<file path="src/rtl/spi_reg_sequencer.sv">
// rtl/spi_reg_sequencer.sv - byte-level command sequencer and register file behind spi_slave
//
// Purpose: runs in the clk domain and decodes each ss-framed SPI transaction.
//   The first byte is a command: bit 7 = write, bits [ADDR_W-1:0] = start address,
//   and bits [6:ADDR_W] must be zero. The following bytes are either written to
//   consecutive registers or used to clock back consecutive register contents.
// Ports:
//   clk, rst        system clock, asynchronous active-high reset
//   ss_n, spi_done  raw pin / spi_slave inputs, synchronized internally
//   spi_rdata       byte received by spi_slave, stable while spi_done is high
//   spi_ten, spi_tdata, spi_mlb   transmit controls back to spi_slave
//   loc_addr, loc_rdata           fabric combinational read port
//   wr_strobe, wr_addr, wr_data   one-cycle notification of each committed write
//   frame_active    high while an accepted frame is in progress
//   addr_err        sticky per frame: command had nonzero bits above the address field
module spi_reg_sequencer #(
  parameter int          ADDR_W    = 4,
  parameter int          MSB_FIRST = 1,
  parameter logic [7:0]  STATUS    = 8'hA5
) (
  input  logic              clk,
  input  logic              rst,
  input  logic              ss_n,
  input  logic              spi_done,
  input  logic [7:0]        spi_rdata,
  output logic              spi_ten,
  output logic [7:0]        spi_tdata,
  output logic              spi_mlb,
  input  logic [ADDR_W-1:0] loc_addr,
  output logic [7:0]        loc_rdata,
  output logic              wr_strobe,
  output logic [ADDR_W-1:0] wr_addr,
  output logic [7:0]        wr_data,
  output logic              frame_active,
  output logic              addr_err
);

  localparam int         DEPTH   = 1 << ADDR_W;
  localparam logic [7:0] HI_MASK = 8'h7F & ~8'((1 << ADDR_W) - 1);
  localparam logic       MLB     = (MSB_FIRST != 0);

  typedef enum logic [2:0] {IDLE, CMD, WRITE, READ, SKIP} state_t;

  state_t            state, state_n;
  logic [ADDR_W-1:0] ptr, ptr_n;
  logic [7:0]        tdata_n;
  logic              ten_n, active_n, aerr_n, we;

  logic [7:0] regs [DEPTH];

  // Synchronizers plus one edge-detect stage each: an input edge acts on the
  // third clk edge after it arrives.
  logic ss_s1, ss_s2, ss_d;
  logic dn_s1, dn_s2, dn_d;
  logic [1:0] fill;
  logic armed;

  always_ff @(posedge clk or posedge rst) begin
    if (rst) begin
      ss_s1 <= 1'b1;
      ss_s2 <= 1'b1;
      ss_d  <= 1'b1;
      dn_s1 <= 1'b0;
      dn_s2 <= 1'b0;
      dn_d  <= 1'b0;
      fill  <= 2'd0;
      armed <= 1'b0;
    end else begin
      ss_s1 <= ss_n;
      ss_s2 <= ss_s1;
      ss_d  <= ss_s2;
      dn_s1 <= spi_done;
      dn_s2 <= dn_s1;
      dn_d  <= dn_s2;
      if (fill != 2'd2) fill <= fill + 2'd1;
      // ss_s2 only reflects the pin once both stages have reloaded after reset,
      // so a frame already in progress at release can never arm us.
      if (fill == 2'd2 && ss_s2) armed <= 1'b1;
    end
  end

  logic ss_fall, ss_rise, done_rise, cmd_bad;
  assign ss_fall   = armed & ss_d & ~ss_s2;
  assign ss_rise   = ~ss_d & ss_s2;
  assign done_rise = dn_s2 & ~dn_d;
  assign cmd_bad   = |(spi_rdata & HI_MASK);

  always_ff @(posedge clk or posedge rst) begin
    if (rst) begin
      state        <= IDLE;
      ptr          <= '0;
      spi_tdata    <= 8'h00;
      spi_ten      <= 1'b0;
      frame_active <= 1'b0;
      addr_err     <= 1'b0;
      wr_strobe    <= 1'b0;
      wr_addr      <= '0;
      wr_data      <= 8'h00;
    end else begin
      state        <= state_n;
      ptr          <= ptr_n;
      spi_tdata    <= tdata_n;
      spi_ten      <= ten_n;
      frame_active <= active_n;
      addr_err     <= aerr_n;
      wr_strobe    <= we;
      if (we) begin
        wr_addr <= ptr;
        wr_data <= spi_rdata;
      end
    end
  end

  always_ff @(posedge clk or posedge rst) begin
    if (rst) begin
      for (int i = 0; i < DEPTH; i++) regs[i] <= 8'h00;
    end else if (we) begin
      regs[ptr] <= spi_rdata;
    end
  end

  always_comb begin
    state_n  = state;
    ptr_n    = ptr;
    tdata_n  = spi_tdata;
    ten_n    = spi_ten;
    active_n = frame_active;
    aerr_n   = addr_err;
    we       = 1'b0;
    case (state)
      IDLE: begin
        if (ss_fall) begin
          state_n  = CMD;
          active_n = 1'b1;
          ten_n    = 1'b1;
          tdata_n  = STATUS;
          aerr_n   = 1'b0;
        end
      end
      CMD: begin
        if (done_rise) begin
          if (cmd_bad) begin
            state_n = SKIP;
            aerr_n  = 1'b1;
            tdata_n = 8'hFF;
          end else if (spi_rdata[7]) begin
            state_n = WRITE;
            ptr_n   = spi_rdata[ADDR_W-1:0];
          end else begin
            state_n = READ;
            tdata_n = regs[spi_rdata[ADDR_W-1:0]];
            ptr_n   = spi_rdata[ADDR_W-1:0] + ADDR_W'(1);
          end
        end
      end
      WRITE: begin
        if (done_rise) begin
          we      = 1'b1;
          ptr_n   = ptr + ADDR_W'(1);
          tdata_n = 8'h00;
        end
      end
      READ: begin
        if (done_rise) begin
          tdata_n = regs[ptr];
          ptr_n   = ptr + ADDR_W'(1);
        end
      end
      SKIP: begin
        tdata_n = 8'hFF;
      end
      default: state_n = IDLE;
    endcase
    // Frame end overrides the state only; a byte finishing in the same cycle
    // has already been handled above, so its write still commits.
    if (ss_rise && state != IDLE) begin
      state_n  = IDLE;
      ten_n    = 1'b0;
      active_n = 1'b0;
    end
  end

  assign loc_rdata = regs[loc_addr];
  assign spi_mlb   = MLB;

endmodule

</file>
<file path="config.mk">
export PLATFORM = sky130hd
export DESIGN_NAME = spi_reg_sequencer
export DESIGN_NICKNAME = d
export VERILOG_FILES = /design/src/rtl/spi_reg_sequencer.sv
export SDC_FILE = /design/constraint.sdc
export NUM_CORES = 1
export LEC_CHECK = 0
export ABC_AREA = 1
export ABC_CLOCK_PERIOD_IN_PS = 5100
export CAP_MARGIN = 30
export CORE_MARGIN = 2
export CORE_UTILIZATION = 55
export DETAILED_ROUTE_END_ITERATION = 6
export PLACE_DENSITY = 0.77
export SYNTH_ARGS = -nofsm -noshare
export SYNTH_HDL_FRONTEND = slang
export SYNTH_SLANG_ARGS = --single-unit
</file>
<file path="constraint.sdc">
create_clock -name clk -period 5.1 [get_ports clk]
set_input_delay 0.51 -clock clk [delete_from_list [all_inputs] [get_ports clk]]
set_output_delay 0.51 -clock clk [all_outputs]
set_load 0.02 [all_outputs]
</file>
==> results.toml <==
[placed_design]
gp_congestion = 0.932
place_area_sq_um = 10900
io_buffer_count = 47
dp_hpwl_mm = 21.1

[worst_hold_path]
hold_path_depth = 0
worstHoldPathType = "reg -> reg"
min_to = "dn_s2"
min_from = "dn_s1"

[status]
status = "complete, no violations"

[critical_path]
path_cells = "clkdlybuf4s50_1 > clkinv_1 > o211ai_1 > nand3_1 > nand2_1 > clkdlybuf4s50_1"
r2r_end = "spi_tdata[6]"
rr_worst_depth = 13
crit_fanout = 17
critPathKind = "in -> out"
cp.buffers_inverters = 3
crit_arrival_ns = 3.32
rrSetupSlack_ns = 2.83
crit_path_frequent_cell = "clkdlybuf4s50_1"
max_stage_delay_ns = 0.93
start_kind = "input port"
r2r_start = "ptr[0]"
worst-endpoint-required_ns = 4.59
end_kind = "output port"
cpMaxStageDelayCell = "clkdlybuf4s50_1"
crit_family = "buffers and inverters"

[timing]
clock_skew_ns = 0.00962
max_freq_mhz = 261
fin_crit_sh = 0.751
relSlewSlack = 0.291
worst_pin_slew_ns = 1.06
finalCriticalPeriod_ns = 3.83
setup_viol = 0
tns_ns = 0
finalHoldViolations = 0
rsz0062_at_grt = "false"
slew_viol_final = 0

[synth]
syn_area_sq_um = 10600
yosysSeqAreaShare = 0.395
synthMuxAreaShare = 0.00568
synth_top_flop_cell = "dfrtp_1"
synth_top_family_by_area = "simple AND/OR/NAND/NOR gates"
avgSynthCellArea_sq_um = 6.90
syn_inst = 1534
synth_edf_count = 0
synth_cell_type_count = 34
yosysWarningCount = 0
async_flop_share = 1.00
ys_ff_latch = 167
synth_xor_area_frac = 0.00331
synth_fa_ha_area_frac = 0.00710
synth_compound_area_frac = 0.178
yosys.area_share.simple = 0.304
synth_nets = 1556

[clock_network]
cts_buffer_depth = 2
cts.clk_slew.worst_paths_ns = 0.07
ctsHoldBuffers = 0
clock-sinks = 167
cts-root-buf = "clkbuf_16"
cts_buffers = 17
clk_latency_ns = 0.45
post_cts_buffers = 0
post_cts_resized = 0
htreeDepth = 4
tritoncts = "done"

[cells_and_area]
n_antenna_cell = 0
nNetsFinal = 1534
fin_area_sq_um = 11500
drive_above_1_share = 0.0584
area_delta_synth_final_pct = 8.87
n_fill_cell = 1725

[power]
leakagePower_nw = 6.53
ir_drop_uv = 322
powerDensity_nw_per_um2 = 432

[global_route]
grt_antenna_before_repair = 0
grt_pass1_wl_mm = 53.9
grt_pass1_vias = 9841
grt_overflow = 0
grt_max_degree = 101
track_usage = 0.346

[drt]
drtAntennaViolNets = 0
vias = 10600
finalWirelength_mm = 33.9
wl_per_cell_um = 19.3
drt_iter0_markers = 1503
routed_via_density = 6.04
dr.pass1.iters = 6
drc = 0

[job]
maxCapViolCount = 0

[floorplan]
core_sq_um = 18800
initial_core_util = 0.564
die_y_um = 143
die_width_um = 143
die-area_sq_um = 20400
io-pin-count = 49
rows = 50
==> flip-flops by register name, indices dropped and copies added (netlist names) <==
register	flops
addr_err	1
ss_s1	1
spi_tdata	8
dn_s1	1
wr_addr	4
state	3
frame_active	1
fill	2
wr_strobe	1
dn_d	1
wr_data	8
dn_s2	1
ss_s2	1
regs	128
ptr	4
armed	1
ss_d	1
==> worst register-to-register path: stages, from the launching register on <==
cell and delay, ns:
dfrtp_2 0.41, inv_2 0.24, buf_4 0.54, nand2_1 0.13, nand3_1 0.10, nand2_1 0.08
nand2_1 0.07, nand2_1 0.07, nor2_1 0.22, nor2_1 0.07, nor2_1 0.09, nand2_1 0.05
nand2_1 0.05, nand2_1 0.05
==> synth_stat cells (13+ instances only) <==
library cell | instances | area [sq um]
o211ai_1 | 21 | 158
o21ai_0 | 114 | 571
a21oi_1 | 75 | 375
o21ai_1 | 130 | 651
dfrtp_1 | 164 | 4100
nand2_1 | 524 | 1970
clkbuf_1 | 47 | 176
buf_2 | 31 | 155
inv_1 | 135 | 507
buf_6 | 18 | 203
nand3_1 | 142 | 711
nor2_1 | 52 | 195
nand2_4 | 16 | 180
o221ai_1 | 13 | 114
==> cells in the final DEF (no fill, tap or decap), types with 2 or more instances in the layout <==
| cell | Yosys | layout |
|---|---|---|
| clkbuf_16 | 0 | 17 |
| clkdlybuf4s50_1 | 0 | 44 |
| nor2_2 | 3 | 3 |
| ha_1 | 6 | 6 |
| inv_1 | 135 | 133 |
| o21ai_1 | 130 | 130 |
| dfrtp_1 | 164 | 163 |
| clkinv_4 | 1 | 4 |
| mux2i_1 | 6 | 6 |
| inv_6 | 0 | 5 |
| dfstp_2 | 3 | 3 |
| nor2_1 | 52 | 52 |
| o221ai_1 | 13 | 13 |
| o21ai_0 | 114 | 114 |
| nand3_1 | 142 | 142 |
| xor2_1 | 3 | 3 |
| clkinv_1 | 2 | 2 |
| inv_2 | 3 | 4 |
| nor3_4 | 2 | 2 |
| nor3_1 | 2 | 2 |
| nand2_4 | 16 | 16 |
| buf_2 | 31 | 2 |
| inv_8 | 0 | 3 |
| nand2_1 | 524 | 524 |
| o211ai_1 | 21 | 21 |
| bufinv_16 | 0 | 2 |
| a21oi_1 | 75 | 75 |
| nor2_8 | 4 | 4 |
| buf_4 | 4 | 17 |
==> how the worst max path moves through the flow <==
stage / to / start / slack, ns / depth (start not counted)
finish: loc_rdata[2] / loc_addr[2] / 1.27 / 6
global placement: loc_rdata[0] / loc_addr[2] / 1.49 / 6
floorplan: addr_err / rst / 0.08 / 1
CTS: loc_rdata[2] / loc_addr[2] / 1.40 / 6
global route: loc_rdata[2] / loc_addr[2] / 1.16 / 6
detailed placement: loc_rdata[2] / loc_addr[2] / 1.46 / 6
==> metal layers <==
layer  vias to the layer above  GRT usage  part of all wire
met5                         -          0                 0
met4                         0      0.184             0.047
met3                       104     0.0791              0.12
met2                       706      0.509              0.43
met1                      4886      0.476              0.40
li1                       4928          -                 -
==> logic make-up after synthesis <==
| group | Yosys count |
|---|---|
| AO/OA/AOI/OAI | 355 |
| XOR/XNOR | 4 |
| adder cells (fa/ha/maj) | 6 |
| buffers and inverters | 248 |
| flip-flops | 167 |
| multiplexers | 6 |
| other | 1 |
| AND/OR/NAND/NOR | 747 |
==> through the flow <==
step           utilization  instances  hold slack [ns]  setup slack, ns  power [mW]
4_1_cts              0.614       1759            0.352             1.40        4.92
3_3_place_gp         0.579       1725            0.335             1.49        3.54
6_report             0.614       1759            0.350             1.27        4.97
3_5_place_dp         0.581       1727            0.336             1.46        3.57
5_1_grt              0.614       1759            0.359             1.16        5.24
2_1_floorplan            -       1534            0.331           0.0766        2.99
==> power by group <==
part / total [mW] / internal, mW / switching [mW]
clock network: 1.37 / 0.753 / 0.613
registers: 1.69 / 1.52 / 0.166
logic: 1.92 / 0.594 / 1.33
total: 4.97 / 2.87 / 2.10
==> area by class of cell <==
class | instances | area [sq um] | share of cell area
multi-input combinational | 1119 | 5270 | 0.457
sequential | 167 | 4180 | 0.363
timing repair buffer | 65 | 621 | 0.0539
inverter | 142 | 546 | 0.0474
clock buffer | 19 | 443 | 0.0385
tap | 234 | 293 | 0.0254
clock inverter | 13 | 163 | 0.0141
Note: power is estimated with default switching activity, not from simulation.
==> patch: new RTL, same settings <==
Register the inputs `ss_n`, `spi_done`, `spi_rdata` and `loc_addr` before use. The logic sees them one clock later. Comments in the files are not updated.
--- a/src/rtl/spi_reg_sequencer.sv
+++ b/src/rtl/spi_reg_sequencer.sv
@@ -41,6 +41,18 @@
 
   typedef enum logic [2:0] {IDLE, CMD, WRITE, READ, SKIP} state_t;
 
+  logic ss_n_q;
+  logic spi_done_q;
+  logic [7:0] spi_rdata_q;
+  logic [ADDR_W-1:0] loc_addr_q;
+
+  always_ff @(posedge clk) begin
+    ss_n_q      <= ss_n;
+    spi_done_q  <= spi_done;
+    spi_rdata_q <= spi_rdata;
+    loc_addr_q  <= loc_addr;
+  end
+
   state_t            state, state_n;
   logic [ADDR_W-1:0] ptr, ptr_n;
   logic [7:0]        tdata_n;
@@ -66,10 +78,10 @@
       fill  <= 2'd0;
       armed <= 1'b0;
     end else begin
-      ss_s1 <= ss_n;
+      ss_s1 <= ss_n_q;
       ss_s2 <= ss_s1;
       ss_d  <= ss_s2;
-      dn_s1 <= spi_done;
+      dn_s1 <= spi_done_q;
       dn_s2 <= dn_s1;
       dn_d  <= dn_s2;
       if (fill != 2'd2) fill <= fill + 2'd1;
@@ -83,7 +95,7 @@
   assign ss_fall   = armed & ss_d & ~ss_s2;
   assign ss_rise   = ~ss_d & ss_s2;
   assign done_rise = dn_s2 & ~dn_d;
-  assign cmd_bad   = |(spi_rdata & HI_MASK);
+  assign cmd_bad   = |(spi_rdata_q & HI_MASK);
 
   always_ff @(posedge clk or posedge rst) begin
     if (rst) begin
@@ -106,7 +118,7 @@
       wr_strobe    <= we;
       if (we) begin
         wr_addr <= ptr;
-        wr_data <= spi_rdata;
+        wr_data <= spi_rdata_q;
       end
     end
   end
@@ -115,7 +127,7 @@
     if (rst) begin
       for (int i = 0; i < DEPTH; i++) regs[i] <= 8'h00;
     end else if (we) begin
-      regs[ptr] <= spi_rdata;
+      regs[ptr] <= spi_rdata_q;
     end
   end
 
@@ -143,13 +155,13 @@
             state_n = SKIP;
             aerr_n  = 1'b1;
             tdata_n = 8'hFF;
-          end else if (spi_rdata[7]) begin
+          end else if (spi_rdata_q[7]) begin
             state_n = WRITE;
-            ptr_n   = spi_rdata[ADDR_W-1:0];
+            ptr_n   = spi_rdata_q[ADDR_W-1:0];
           end else begin
             state_n = READ;
-            tdata_n = regs[spi_rdata[ADDR_W-1:0]];
-            ptr_n   = spi_rdata[ADDR_W-1:0] + ADDR_W'(1);
+            tdata_n = regs[spi_rdata_q[ADDR_W-1:0]];
+            ptr_n   = spi_rdata_q[ADDR_W-1:0] + ADDR_W'(1);
           end
         end
       end
@@ -180,7 +192,7 @@
     end
   end
 
-  assign loc_rdata = regs[loc_addr];
+  assign loc_rdata = regs[loc_addr_q];
   assign spi_mlb   = MLB;
 
 endmodule
Formal check against the unedited RTL: not equivalent (a bounded check fails within 10 cycles, from zero or initial values and one cycle with rst high).
==> patch against the unedited design <==
Sequential cell count rose by 14; sequential power rose by 4%; total power fell by 0.97%; non-clock buffer count fell by 3; die area rose by 4.5%; clock power barely moved; cell area rose by 4.6%; clock skew fell by 0.0026 ns; setup slack improved by 0.17 ns; count of clock-buffer cells in the layout fell by 2; wire length rose by 0.53%; area after synthesis rose by 4.6%; critical endpoint is now loc_rdata[3].
==> patch: results (changes against the unedited design) <==
largest net degree at the start of global routing=106 (+5.0%); GR Util met2=0.466 (-0.0428); vias in the first global route=9729 (-1.1%); Least-Margin Pin Slew=1.14 ns (+0.0803 ns); Yosys cell types=36 (+5.9%); met2 WL=14.3 mm (-3.1%); R2R setup slack=2.32 ns (-0.51 ns); Crit path max-delay family=compound AO/OA/AOI/OAI gates; outcome=complete, no violations; metal3 WL=4.09 mm (+2.5%); WL/cell=18.4 um (-4.9%); Placer Congestion=0.962 (+3.2%); async set-reset flop share out of synthesis=0.923 (-0.0773); FF-to-FF path depth=10 (-3); Fin Clk Skew=0.00706 ns (-0.00256 ns); leak pwr=5.63 nW (-14%); DRT iter0 DRCs=1479 (-1.6%); fin cells=1859 (+5.7%); CP arrival=3.15 ns (-0.17 ns); CP startpoint=loc_addr_q[0]; Avg Cell Area, Syn=6.88 sq um (-0.23%); Placed Instance Area=11400 sq um (+4.6%); Via Count=10900 (+2.2%); Inst Count DP=1826 (+5.7%); sequential share of the synthesized area=0.403 (+0.00775); RR Endpoint=spi_tdata[4]; syn nets=1631 (+4.8%); Critical Path Fanout Max=105 (+88); layout cells sized above 1=0.0627 (+0.00437); Post-synth top cells=566 x nand2_1, 169 x nand3_1, 164 x dfrtp_1; crit path to=loc_rdata[3]; ranking of synthesized cells by area=dfrtp_1 37%, nand2_1 19%, nand3_1 7.6%
-- patch: cell count changes in the layout (fill, tap and decap cells not counted), moves of 5 or more --
| cell | before | now |
|---|---|---|
| dfxtp_1 | 0 | 11 |
| o21ai_1 | 130 | 104 |
| nand2_1 | 524 | 566 |
| mux2i_1 | 6 | 0 |
| nand3_1 | 142 | 169 |
| inv_1 | 133 | 160 |
| o21ai_2 | 0 | 8 |
| o211ai_1 | 21 | 0 |
| o22ai_1 | 0 | 5 |
-- patch: worst min-delay path by stage --
| stage | startpoint | to | slack (ns) | cells past startpoint |
|---|---|---|---|---|
| detailed placement | ss_n_q | ss_s1 | 0.29 | 0 |
| finish | rst | wr_data[7] | 0.28 | 2 |
| floorplan | ss_n_q | ss_s1 | 0.28 | 0 |
| global route | rst | wr_data[7] | 0.28 | 2 |
| global placement | ss_n_q | ss_s1 | 0.28 | 0 |
| CTS | ss_n_q | ss_s1 | 0.30 | 0 |
-- patch: cell families after synthesis --
family | after synthesis | synth area share
DFF | 181 | 0.403
and+or+nand+nor | 819 | 0.322
AOI/OAI and AO/OA | 321 | 0.155
buffers and inverters | 278 | 0.110
adders and majority gates | 6 | 0.00678
other | 1 | 0.000339
xor gates and xnor gates | 3 | 0.00237
-- patch: power groups by stage --
stage          logic, mW  clock network, mW  registers, mW
6_report            1.81               1.37           1.75
5_1_grt             1.98               1.43           1.77
4_1_cts             1.78               1.38           1.74
3_5_place_dp        1.76                  0           1.76
3_3_place_gp        1.73                  0           1.76
2_1_floorplan       1.21                  0           1.79
-- patch: area by class of cell --
cell class	instances	area [sq um]
Sequential cell	181	4470
Tap cell	265	332
Fill cell	1792	7550
Clock buffer	17	425
Clock inverter	15	180
Multi-Input combinational cell	1150	5390
Inverter	169	644
Timing Repair Buffer	62	603
